--- config.mk ---
export PLATFORM = sky130hd
export DESIGN_NAME = banda_mac_sched
export DESIGN_NICKNAME = d
export VERILOG_FILES = /design/src/rtl/banda_mac_sched.sv
export SDC_FILE = /design/constraint.sdc
export NUM_CORES = 2
export LEC_CHECK = 0
export BUFFER_PORTS_ARGS = -buffer_cell sky130_fd_sc_hd__buf_2
export CAP_MARGIN = 25
export CELL_PAD_IN_SITES_DETAIL_PLACEMENT = 1
export CELL_PAD_IN_SITES_GLOBAL_PLACEMENT = 2
export CORE_ASPECT_RATIO = 1.4
export CORE_MARGIN = 1
export CORE_UTILIZATION = 45
export DETAILED_ROUTE_END_ITERATION = 10
export GPL_TIMING_DRIVEN = 0
export PLACE_DENSITY = 0.87
export SYNTH_ARGS = -nofsm -noshare
export SYNTH_HDL_FRONTEND = slang
export SYNTH_SLANG_ARGS = --single-unit
export TNS_END_PERCENT = 20
--- constraint.sdc ---
create_clock -name clk -period 19.2 [get_ports clk]
set_clock_uncertainty 0.2 [all_clocks]
set_input_delay 3.84 -clock clk [delete_from_list [all_inputs] [get_ports clk]]
set_output_delay 3.84 -clock clk [all_outputs]
set_load 0.005 [all_outputs]
--- src/rtl/banda_mac_sched.sv ---
// Shared-MAC 3-band biquad bank: six sections, 5 MAC + 1 writeback cycle each, out_valid 37 cycles after accept.
// No backpressure: in_valid while busy is dropped and flagged on ovr; coefficient writes only land while idle.
module banda_mac_sched #(
    parameter int sign = 1,
    parameter int pf   = 14,
    parameter int mag  = 7,
    parameter int size = sign + pf + mag
) (
    input  logic                   clk,
    input  logic                   rst,
    input  logic                   in_valid,
    input  logic signed [size-1:0] u,
    input  logic                   cfg_we,
    input  logic [4:0]             cfg_addr,
    input  logic signed [size-1:0] cfg_data,
    output logic signed [size-1:0] y1,
    output logic signed [size-1:0] y2,
    output logic signed [size-1:0] y3,
    output logic                   out_valid,
    output logic                   busy,
    output logic                   ovr
);
    localparam int NSEC  = 6;
    localparam int NCOEF = 30;
    localparam int PW    = 2 * size;
    localparam int AW    = 2 * size + 3;

    localparam logic signed [size-1:0] B0_ONE = {{(size-pf-1){1'b0}}, 1'b1, {pf{1'b0}}};
    localparam logic signed [AW-1:0]   SAT_HI = {{(AW-size+1){1'b0}}, {(size-1){1'b1}}};
    localparam logic signed [AW-1:0]   SAT_LO = {{(AW-size+1){1'b1}}, {(size-1){1'b0}}};

    typedef enum logic [1:0] {IDLE, MAC, WB, DONE} state_t;

    state_t                 state;
    logic [2:0]             sec;
    logic [2:0]             k;
    logic signed [AW-1:0]   acc;
    logic signed [size-1:0] coef [NCOEF];
    logic signed [size-1:0] dx1 [NSEC];
    logic signed [size-1:0] dx2 [NSEC];
    logic signed [size-1:0] dy1 [NSEC];
    logic signed [size-1:0] dy2 [NSEC];
    logic signed [size-1:0] u_lat;
    logic signed [size-1:0] prev_res;
    logic signed [size-1:0] res_low;
    logic signed [size-1:0] res_mid;

    logic [4:0]             cidx;
    logic signed [size-1:0] x_cur;
    logic signed [size-1:0] opnd;
    logic signed [size-1:0] cf;
    logic signed [PW-1:0]   prod;
    logic signed [AW-1:0]   prod_ext;
    logic signed [AW-1:0]   acc_sh;
    logic signed [size-1:0] res_sat;

    always_comb begin
        cidx  = 5'(sec) * 5'd5 + 5'(k);
        // Odd sections are the HP half of a band and take the LP result just written back.
        x_cur = sec[0] ? prev_res : u_lat;
        case (k)
            3'd0:    opnd = x_cur;
            3'd1:    opnd = dx1[sec];
            3'd2:    opnd = dx2[sec];
            3'd3:    opnd = dy1[sec];
            3'd4:    opnd = dy2[sec];
            default: opnd = x_cur;
        endcase
        cf       = coef[cidx];
        prod     = $signed({{size{opnd[size-1]}}, opnd}) * $signed({{size{cf[size-1]}}, cf});
        prod_ext = $signed({{(AW-PW){prod[PW-1]}}, prod});
        acc_sh   = acc >>> pf;
        if (acc_sh > SAT_HI) begin
            res_sat = SAT_HI[size-1:0];
        end else if (acc_sh < SAT_LO) begin
            res_sat = SAT_LO[size-1:0];
        end else begin
            res_sat = acc_sh[size-1:0];
        end
    end

    always_ff @(posedge clk) begin
        if (rst) begin
            state     <= IDLE;
            sec       <= '0;
            k         <= '0;
            acc       <= '0;
            u_lat     <= '0;
            prev_res  <= '0;
            res_low   <= '0;
            res_mid   <= '0;
            y1        <= '0;
            y2        <= '0;
            y3        <= '0;
            out_valid <= 1'b0;
            busy      <= 1'b0;
            ovr       <= 1'b0;
            for (int i = 0; i < NCOEF; i++) begin
                coef[i] <= (i % 5 == 0) ? B0_ONE : '0;
            end
            for (int s = 0; s < NSEC; s++) begin
                dx1[s] <= '0;
                dx2[s] <= '0;
                dy1[s] <= '0;
                dy2[s] <= '0;
            end
        end else begin
            out_valid <= 1'b0;
            ovr       <= in_valid && busy;
            case (state)
                IDLE: begin
                    if (cfg_we && !busy && (cfg_addr < 5'd30)) begin
                        coef[cfg_addr] <= cfg_data;
                    end
                    if (in_valid) begin
                        u_lat <= u;
                        sec   <= '0;
                        k     <= '0;
                        busy  <= 1'b1;
                        state <= MAC;
                    end
                end
                MAC: begin
                    acc <= (k == 3'd0) ? prod_ext : acc + prod_ext;
                    if (k == 3'd4) begin
                        k     <= '0;
                        state <= WB;
                    end else begin
                        k <= k + 3'd1;
                    end
                end
                WB: begin
                    dx2[sec] <= dx1[sec];
                    dx1[sec] <= x_cur;
                    dy2[sec] <= dy1[sec];
                    dy1[sec] <= res_sat;
                    prev_res <= res_sat;
                    if (sec == 3'd1) res_low <= res_sat;
                    if (sec == 3'd3) res_mid <= res_sat;
                    if (sec == 3'd5) begin
                        // Outputs register here so they are already valid during DONE.
                        y1        <= res_low;
                        y2        <= res_mid;
                        y3        <= res_sat;
                        out_valid <= 1'b1;
                        state     <= DONE;
                    end else begin
                        sec   <= sec + 3'd1;
                        state <= MAC;
                    end
                end
                DONE: begin
                    busy  <= 1'b0;
                    state <= IDLE;
                end
                default: state <= IDLE;
            endcase
        end
    end
endmodule
# == Word level (Yosys, flattened, before mapping) ==
# Memories as Yosys holds them, arrays and structs flattened. A register that Yosys moved wholly into a read port is not among the register bits.
# Cells that the tools add are included.
# W data, S select, Z words.
# totals
reg_bits,212
output_inout_bits,69
ram_bits,1188
elab_cells,114
latchBits,0
rom_bits,0
input_bits,53
mem_count,5
# classes
n_bitwise,1
n_mul,2
add_sub_neg,4
eq_ne,13
n_lt_le_gt_ge,3
reduce_logical,23
shift,0
muxes,49
div,0
# mem_list
memory,depth,word_bits,rd,rd_clocked_by_memory_dff,wr,line_no,source
coef,30,22,1,0,30,38,logic signed [size-1:0] coef [NCOEF];
dx1,6,22,1,1,6,39,logic signed [size-1:0] dx1 [NSEC];
dx2,6,22,1,1,6,40,logic signed [size-1:0] dx2 [NSEC];
dy1,6,22,1,1,6,41,logic signed [size-1:0] dy1 [NSEC];
dy2,6,22,1,1,6,42,logic signed [size-1:0] dy2 [NSEC];
# ops
op,n
$mux W22,8
$reduce_or A22 Y1,5
$pmux W22 S4,1
$add A47 B44 Y47,1
$mux W47,1
$mux W3,15
$mul A22 B22 Y44,1
$gt A33 B22 Y1 const B,1
$lt A33 B22 Y1 const B,1
$mux W1,16
$reduce_and A2 Y1,7
$pmux W3 S2,2
$eq A3 B2 Y1 const B,3
$pmux W2 S4,1
$add A3 B1 Y3 const B,2
$eq A3 B1 Y1 const B,2
$eq A3 B3 Y1 const B,2
$mux W2,3
$ne A2 B2 Y1 const B,3
$reduce_bool A2 Y1,3
$add A5 B3 Y5,1
$lt A5 B5 Y1 const B,1
$mul A3 B3 Y5 const B,1
$mux W5,1
10 further kinds,13

# == Logic depth before layout (Yosys ltp) ==
# logic_depth
depth_word,9
depth_mapped,48

# == Least setup slack after synthesis ==
# Ideal clock, no wire load.
# synth_timing
path_type,input to register
startpoint,in rst
endpoint,mem dx1[6][0] in the netlist's numbering (enable)
cell_stages,3
setup_ns,0.751
arrival_ns,12.361
slack_ns,5.888
path_buffers,0
cell_sequence,inv_1 nand2_1 nor4_1
# synth_lines
element,line_no,source
start: declaration,10,"input logic rst,"
end: declaration,39,

==> flow_metrics.env <==
export IMPL_outcome="completed"
export IMPL_cp_data_arrival_time_ns=15.37
export IMPL_grt_max_degree=52
export IMPL_dp_hpwl_um=242000
export IMPL_grt_overflow=0
export IMPL_rsz0062_at_grt="no"
export IMPL_die_h_um=532
export IMPL_num_rows=194
export IMPL_wl_per_cell_um=30.7
export IMPL_crit_required_ns=19.75
export IMPL_ys_types=76
export IMPL_post_cts_resized=0
export IMPL_synth_edf_count=1408
export IMPL_cp_slowest_cell="mux2i_1"
export IMPL_clk_pin_slew_ns=0.07
export IMPL_post_synth_cell_area_avg_sq_um=12.8
export IMPL_yosysSeqAreaShare=0.516
export IMPL_cts_max_path_buffers=3
export IMPL_synth_compound_area_frac=0.0420
export IMPL_via_per_inst=5.83
export IMPL_area_growth_pct=13.0
export IMPL_nets=8263
export IMPL_synth_top_area_cell="edfxtp_1"
export IMPL_synthSimpleGateAreaFrac=0.131
export IMPL_clkSinkCount=1623
export IMPL_grt_pass1_wl_um=456000
export IMPL_worstSetupEndpointType="flip-flop"
export IMPL_cts_root_buffer="clkbuf_16"
export IMPL_reg2reg_slack_ns=4.37
export IMPL_route_detailed_drc=0
export IMPL_timing_fmax_mhz=67.4
export IMPL_fin_crit_sh=0.772
export IMPL_grt_pass1_vias=66000
export IMPL_ff_latch_area_sq_um=46600
export IMPL_r2r_end="acc[42]"
export IMPL_wirelength_um=316000
export IMPL_worst_path_most_repeated_cell="fa_1"
export IMPL_synth_xor_area_frac=0.00805
export IMPL_gp_congestion=0.945
export IMPL_path_max_fanout=10
export IMPL_drt_iter0_markers=5286
export IMPL_clock_latency_ns=0.80
export IMPL_numPortBuffers=119
export IMPL_synthArstFlopShare=0
export IMPL_cts_hold_buf=0
export IMPL_antenna_found_initial=16
export IMPL_fillers=20200
export IMPL_worst_pin_slew_ns=1.30
export IMPL_syn_inst=7041
export IMPL_cpPeakStageDelay_ns=0.97
export IMPL_grtUsageTotal=0.313
export IMPL_finalSetupViolations=0
export IMPL_multiInputGateArea_sq_um=39900
export IMPL_hold_viol_final=0
export IMPL_slew_headroom=0.105
export IMPL_period_needed_ns=14.83
export IMPL_synth_area_sq_um=90300
export IMPL_setup_tns_final_ns=0
export IMPL_path_class="reg -> reg"
export IMPL_r2r_cells=44
export IMPL_drt_pass1_iterations=5
export IMPL_yosys_warnings=0
export IMPL_vias=60000
export IMPL_finalMaxSlewViolations=0
export IMPL_pin_count=122
export IMPL_hold_path_class="reg -> reg"
export IMPL_synth_area_leaders="edfxtp_1 (47%), fa_1 (11%), mux4_2 (9.9%), dfxtp_1 (4.8%), and2_1 (4.6%)"
export IMPL_synth_seq_cells=1623
export IMPL_cts_max_level=4
export IMPL_max_cap_violations=0
export IMPL_startpoint_type="flip-flop"
export IMPL_ys_flop_type="edfxtp_1"
export IMPL_cts_setup_buffers=0
export IMPL_drive_gt1_frac=0.181
export IMPL_synth_mux_area_frac=0.114
export IMPL_yosysTopAreaCellShare=0.468
export IMPL_worstSetupEndpoint="acc[42]"
export IMPL_die_area_sq_um=202000
export IMPL_cts_tree="done"
export IMPL_synth_top_family_by_area="adder cells"
export IMPL_antenna_left=0
export IMPL_chipWidth_um=380
export IMPL_cts_buffers=154
export IMPL_synth_fa_ha_area_frac=0.139
export IMPL_start_util=0.453
export IMPL_coreArea_sq_um=199000
layout make-up:
cell class / count / share of cell area
timing repair buffer: 267 / 0.0260
clock inverter: 86 / 0.00954
buffer: 488 / 0.0192
sequential: 1623 / 0.457
antenna: 21 / 0.000515
tap: 2646 / 0.0325
multi-input combinational: 4313 / 0.391
clock buffer: 193 / 0.0401
inverter: 660 / 0.0243
registers in the layout, summed over array words and instances (netlist names), named ones only:
register,cells
coef,704
dy1,176
y2,22
res_mid,22
y1,22
y3,22
k,3
res_low,22
dy2,176
prev_res,22
ovr,1
state,2
acc,47
u_lat,22
dx1,176
sec,3
dx2,176
out_valid,1
busy,1
per-layer routing:
| metal | up-vias | global-route usage | wire length, um |
|---|---|---|---|
| li1 | 25100 | - | - |
| met1 | 31400 | 0.355 | 110000 |
| met2 | 2632 | 0.544 | 160000 |
| met3 | 832 | 0.0505 | 21500 |
| met4 | 10 | 0.212 | 24300 |
| met5 | - | 0 | 62 |
worst max-delay path, delay by kind of cell, from the launching register on:
kind            cells  cell delay (ns)
fa+ha+maj           9             3.93
xor+xnor            2             0.40
compound gates     18             4.65
buf+inv             9             2.91
flops               1             0.52
simple gates        4             0.75
mux                 2             1.40
synth_stat cells, drive strengths merged, types with 36 or more instances:
library cell	instances
and2	668
nand2	349
or2	293
buf	118
a21oi	194
nor2	776
fa	504
mux4	396
xnor2	62
nor2b	36
a211oi	78
nand2b	80
clkbuf	370
inv	660
mux2i	112
ha	199
dfxtp	215
edfxtp	1408
a21o	36
and3	36
o21ai	137
worst min-delay path by stage:
stage          depth (start not counted)  slack, ns         start           end
2_1_floorplan                          2       0.22   prev_res[0]   prev_res[0]
3_3_place_gp                           2       0.23  prev_res[21]  prev_res[21]
3_5_place_dp                           2       0.24  prev_res[14]  prev_res[14]
4_1_cts                                2       0.25   prev_res[7]   prev_res[7]
5_1_grt                                2       0.27     u_lat[21]     u_lat[21]
6_report                               2       0.24   res_mid[19]        y2[19]
cells in the final DEF (no fill, tap or decap), types with 60 or more instances in the layout:
| master | synthesis | final |
|---|---|---|
| a211oi_1 | 77 | 77 |
| edfxtp_1 | 1408 | 1408 |
| nand2_1 | 349 | 344 |
| buf_4 | 6 | 60 |
| mux2i_1 | 111 | 105 |
| mux4_2 | 396 | 396 |
| ha_1 | 199 | 199 |
| buf_2 | 79 | 201 |
| inv_1 | 660 | 660 |
| fa_1 | 504 | 504 |
| clkbuf_16 | 0 | 155 |
| nand2b_1 | 80 | 80 |
| dfxtp_1 | 215 | 215 |
| xnor2_1 | 62 | 62 |
| a21oi_1 | 190 | 169 |
| and2_1 | 667 | 667 |
| nor2_1 | 776 | 775 |
| or2_2 | 293 | 293 |
| clkbuf_1 | 369 | 399 |
| o21ai_0 | 132 | 102 |
logic make-up (layout without fill, tap and decap cells):
kind of cell,Yosys count,count (layout)
AO/OA/AOI/OAI,606,606
XOR/XNOR,83,83
adder cells (fa/ha/maj),703,703
buffers and inverters,1148,1694
flip-flops,1623,1623
multiplexers,531,531
other,1,65
AND/OR/NAND/NOR,2346,2346
per-stage QoR:
stage | setup WS (ns) | hold slack (ns) | utilization | area [sq um] | cells
6_report | 4.37 | 0.243 | 0.512 | 102000 | 10300
5_1_grt | 3.96 | 0.267 | 0.512 | 102000 | 10300
4_1_cts | 4.45 | 0.250 | 0.511 | 102000 | 10300
3_5_place_dp | 4.57 | 0.236 | 0.485 | 96700 | 9983
3_3_place_gp | -4.11 | 0.230 | 0.473 | 94300 | 9849
2_1_floorplan | 5.89 | 0.222 | - | 90400 | 7084
Power is not shown: default switching activity piles up to over one toggle a cycle in this logic, so the estimate is an artifact.
